**config.mk**
```make
export PLATFORM = sky130hd
export DESIGN_NAME = alu_ctrl
export DESIGN_NICKNAME = d
export VERILOG_FILES = /design/src/rtl/alu_pkg.sv /design/src/rtl/alu.sv /design/src/rtl/alu_ctrl.sv
export SDC_FILE = /design/constraint.sdc
export NUM_CORES = 1
export LEC_CHECK = 0
export BUFFER_PORTS_ARGS = -buffer_cell sky130_fd_sc_hd__clkbuf_2
export CAP_MARGIN = 5
export CORE_ASPECT_RATIO = 1.25
export CORE_MARGIN = 2
export CORE_UTILIZATION = 55
export DETAILED_ROUTE_END_ITERATION = 16
export PLACE_DENSITY = 0.81
export SLEW_MARGIN = 10
export SYNTH_ARGS = -nofsm -noshare
export SYNTH_HDL_FRONTEND = slang
export SYNTH_SLANG_ARGS = --single-unit
```
**constraint.sdc**
```tcl
create_clock -name clk -period 6.4 [get_ports clk]
set_input_delay 1.28 -clock clk [delete_from_list [all_inputs] [get_ports clk]]
set_output_delay 1.28 -clock clk [all_outputs]
set_load 0.02 [all_outputs]
```
**src/rtl/alu_pkg.sv**
```systemverilog
// Shared constants and encodings for the accumulator front end and its adder.
package alu_pkg;

   localparam int WIDTH = 8;

   typedef enum logic [2:0] {
      OP_LDA = 3'd0,
      OP_LDB = 3'd1,
      OP_ADD = 3'd2,
      OP_ADC = 3'd3,
      OP_SUB = 3'd4,
      OP_SBC = 3'd5,
      OP_CLC = 3'd6,
      OP_STA = 3'd7
   } alu_op_e;

   typedef enum logic [1:0] {
      IDLE = 2'd0,
      EXEC = 2'd1,
      RESP = 2'd2
   } alu_ctrl_state_e;

endpackage

```
**src/rtl/alu.sv**
```systemverilog
// Fixed 8-bit ripple adder with carry in/out.
module alu (
   input  logic [7:0] in_a,
   input  logic [7:0] in_b,
   input  logic       cin,
   output logic [7:0] sum,
   output logic       cout
);

   assign {cout, sum} = {1'b0, in_a} + {1'b0, in_b} + {8'd0, cin};

endmodule

```
**src/rtl/alu_ctrl.sv**
```systemverilog
// Command-driven accumulator/operand front end around the adder, with a
// valid/ready result port and registered C/Z/N flags.
module alu_ctrl #(
   parameter int WIDTH = 8
) (
   input  logic             clk,
   input  logic             reset,
   input  logic             cmd_valid,
   output logic             cmd_ready,
   input  logic [2:0]       cmd_op,
   input  logic [WIDTH-1:0] cmd_data,
   output logic             res_valid,
   input  logic             res_ready,
   output logic [WIDTH-1:0] res_data,
   output logic             flag_c,
   output logic             flag_z,
   output logic             flag_n,
   output logic [WIDTH-1:0] acc_q,
   output logic [WIDTH-1:0] breg_q
);
   import alu_pkg::*;

   alu_ctrl_state_e  state, state_nx;
   alu_op_e          op_q, op_in;
   logic [WIDTH-1:0] acc, breg, res_q;
   logic [WIDTH-1:0] alu_b, alu_sum;
   logic             c_q, z_q, n_q;
   logic             alu_cin, alu_cout;
   logic             accept;

   assign op_in  = alu_op_e'(cmd_op);
   assign accept = cmd_valid && cmd_ready;

   always_ff @(posedge clk or posedge reset) begin
      if (reset) state <= IDLE;
      else       state <= state_nx;
   end

   always_comb begin
      state_nx = state;
      case (state)
         IDLE: if (accept) begin
            case (op_in)
               OP_STA:                        state_nx = RESP;
               OP_ADD, OP_ADC, OP_SUB, OP_SBC: state_nx = EXEC;
               default:                       state_nx = IDLE;
            endcase
         end
         EXEC:    state_nx = RESP;
         RESP:    if (res_ready) state_nx = IDLE;
         default: state_nx = IDLE;
      endcase
   end

   // Subtraction is A + ~B + cin; adder inputs only matter during EXEC.
   always_comb begin
      cmd_ready = (state == IDLE) && !reset;
      res_valid = (state == RESP);
      alu_b     = breg;
      alu_cin   = 1'b0;
      if (state == EXEC) begin
         case (op_q)
            OP_ADC: alu_cin = c_q;
            OP_SUB: begin alu_b = ~breg; alu_cin = 1'b1; end
            OP_SBC: begin alu_b = ~breg; alu_cin = c_q;  end
            default: ;
         endcase
      end
   end

   alu u_alu (
      .in_a (acc),
      .in_b (alu_b),
      .cin  (alu_cin),
      .sum  (alu_sum),
      .cout (alu_cout)
   );

   always_ff @(posedge clk or posedge reset) begin
      if (reset) begin
         acc   <= '0;
         breg  <= '0;
         res_q <= '0;
         c_q   <= 1'b0;
         z_q   <= 1'b0;
         n_q   <= 1'b0;
         op_q  <= OP_ADD;
      end else if (accept) begin
         case (op_in)
            OP_LDA: begin
               acc <= cmd_data;
               z_q <= (cmd_data == '0);
               n_q <= cmd_data[WIDTH-1];
            end
            OP_LDB:  breg  <= cmd_data;
            OP_CLC:  c_q   <= 1'b0;
            OP_STA:  res_q <= acc;
            default: op_q  <= op_in;
         endcase
      end else if (state == EXEC) begin
         acc   <= alu_sum;
         res_q <= alu_sum;
         c_q   <= alu_cout;
         z_q   <= (alu_sum == '0);
         n_q   <= alu_sum[WIDTH-1];
      end
   end

   assign res_data = res_q;
   assign flag_c   = c_q;
   assign flag_z   = z_q;
   assign flag_n   = n_q;
   assign acc_q    = acc;
   assign breg_q   = breg;

endmodule

```
==> summary.txt <==
STA
  – Pin slew with the least headroom to its limit: about 590 ps
  – Tmin final: 3122 ps
  – Highest Clock Rate: 0.3203 GHz
  – Hold_ws: 479.5 ps
  – Setup Skew: between 5 and 6 ps
  – Slew headroom: roughly three fifths
  – Final WS setup: 3278 ps
  – Final hold viol count: 0
  – Setup-failing EPs final: 0
  – Final Cycle Share: 48.78%
  – RSZ-0062 raised after global routing: false
  – Setup TNS: 0 ps
  – Pins Over Slew Limit: 0

Power
  – P per Cell Area: approximately 490 nW/um^2
  – Max VDD drop: 0.0002790 V
  – Leak Pwr: approximately 1.0 nW

Synthesis
  – Post-synthesis sequential area ratio: 40.09%
  – Ys flop type: dfrtp_1
  – Syn nets: 226
  – EDFF count, synth: 0
  – Post-synth cell types: 49
  – Mapped Cells: 201
  – Yosys reg bits: 31
  – Ys async rst share: 100.0%
  – Yosys top cell area share: between 30% and 40%
  – Mapped Area: 1938 sq um
  – Leading area contributor after synthesis: dfrtp_1
  – Average size of a mapped cell: roughly 9.6 sq um
  – Area contributors post-synth: dfrtp_1 39%, nand2_1 5.6%, mux2_2 5.2%, ha_1 5.2%, xor2_1 4.1%
  – Ys Warns: 0

Setup path
  – CP endpoint kind: register
  – CP Class: register to register
  – Critical path origin: state[1]$_DFFE_PP0P_
  – Crit path max fanout: 8
  – Crit path launch type: register
  – Critical path data arrival time: 3330 ps
  – CP Data Required Time: around 6600 ps
  – R2r startpoint: state[1]$_DFFE_PP0P_

Global route
  – Largest net degree at the start of global routing: 32
  – GRT overflow: 0
  – GRT Total Usage: 23.00%
  – Initial antenna violation count: 0
  – Number of global-route vias before repair: about 1500
  – First-pass GRT wire length: 7148 microns

Floorplan
  – Io pins: 44
  – Chip height: 70.37 microns
  – Die width: 57.10 microns
  – Die ar.: roughly 4000 sq um
  – Row count: 24
  – CORE AREA: between 3000 and 4000 sq um
  – Initial core utilization: 56.62%

Layout
  – ANT cells: 0
  – Storage cell area: 777.0 sq um
  – Area Overhead vs Synth: 15.43%
  – Area of the multi-input gates: 1066 sq um
  – Proportion of layout cells with a drive suffix above 1: 27.64%
  – Nets: 270
  – Fillers: 323
  – Commonest cells after routing, fill and taps aside: 43 x clkbuf_2, 30 x dfrtp_1, 29 x nand2_1
  – Design area: 2237 sq um
  – Most common cell after layout, fill and taps aside: clkbuf_2

Route
  – Vias per cell: 5.628
  – Vias post-DR: 1604
  – Final ANT Viol Nets: 0
  – Detailed Route WL: 4321 microns
  – # DRC: 0
  – First-iteration detailed-routing DRC count: 75
  – Total iterations of the first detailed-routing run: 4
  – Drt wl/cell: 15.16 microns

Clock network
  – # hold bufs at CTS: 0
  – CTS H-tree depth: 2
  – Post-CTS setup buffers: 0
  – Max Buffers Root-to-Sink: 2
  – Clock slew at reported path FFs: ~60 ps
  – Clock sinks: 31
  – CTS tree: done
  – Clk Latency, worst-skew pair: 290 ps
  – CTS Buf Count: 5
  – Root Buffer: clkbuf_8
  – Post-CTS sizing: 0

Place
  – RD Place Congestion: 0.8972
  – DP Area: 2156 sq um
  – Pre-CTS WS: 3292 ps
  – DP HPWL: 3316 microns
  – Port bufs: 43

Outcome
  – Status: complete, no violations

Worst hold path
  – Worst hold path class: register to register
  – Min-delay src: res_data[2]$_DFFE_PP0P_

Job
  – Max-cap violations: 0
==> worst paths after layout <==
kind                                                 to  slack (ps)  cells past startpoint
worst max-delay path            res_data[6]$_DFFE_PP0P_        3280                     10
worst min-delay path            res_data[2]$_DFFE_PP0P_         480                      2
worst max register to register  res_data[6]$_DFFE_PP0P_        3280                     10
worst min register to register  res_data[2]$_DFFE_PP0P_         480                      2
max in group asynchronous           op_q[1]$_DFFE_PP1P_        4980                      3
min in group asynchronous       res_data[2]$_DFFE_PP0P_        1100                      3
==> per-stage QoR <==
stage	util, %	total power, W	std cells
2_1_floorplan	-	0.0007868	201
3_3_place_gp	62.98	0.0009379	277
3_5_place_dp	62.98	0.0009509	277
4_1_cts	65.35	0.001104	285
5_1_grt	65.35	0.001181	285
6_report	65.35	0.001098	285
==> layout make-up <==
class                           instances  area share, %
Timing Repair Buffer                   45          10.29
Multi-Input combinational cell        153          47.65
Tap cell                               39          2.181
Clock buffer                            7          3.412
Sequential cell                        31          34.73
Clock inverter                          1         0.2237
Inverter                                9          1.510
==> cell families (layout without fill, tap and decap cells) <==
group	count (synthesis)	in the layout	synth area share, %
adders and majority gates	10	10	7.231
DFF	31	31	40.09
AOI/OAI and AO/OA	49	49	17.11
buffers and inverters	17	62	4.906
xor gates and xnor gates	12	12	5.423
and+or+nand+nor	72	72	19.43
muxes	10	10	5.810
==> layer usage <==
metal	vias up	track usage [%]	routed length (microns)
met2	57	37.16	2093
li1	795	-	-
met1	742	29.69	1835
met3	10	5.370	286
met5	-	0	0
met4	0	8.527	106
==> flip-flops by register name, summed over array words and instances, names as in the netlist <==
signal / flops
flag_n: 1
flag_c: 1
op_q: 3
breg_q: 8
flag_z: 1
acc_q: 7
res_data: 8
state: 2
==> cells in the mapped netlist, types with 2 or more instances <==
cell,n
a21oi_1,14
buf_4,4
buf_6,2
dfrtp_1,30
fa_1,2
ha_1,8
inv_1,9
mux2_2,9
nand2_1,29
nand2b_1,4
nand4_1,2
nor2_1,17
nor3_1,5
nor4_1,2
o211ai_1,6
o21a_1,5
o21ai_0,8
o22a_1,4
xnor2_1,3
xor2_1,9
==> critical path, stage by stage, from the launching register on <==
cell and delay, ps:
dfrtp_1 440, nand2b_1 250, nor2_4 300, xnor2_1 130, fa_1 430, fa_1 440
nand2b_1 190, a211oi_2 260, nor4_1 90, or3_4 340, a31oi_2 170
==> report_power, final <==
group | internal [W] | switching [W]
logic | 0.000244 | 0.000368
registers | 0.000272 | 0.0000644
clock network | 0.0000762 | 0.0000735
total | 0.000592 | 0.000506
No activity file was read; power rests on OpenSTA's default activity.
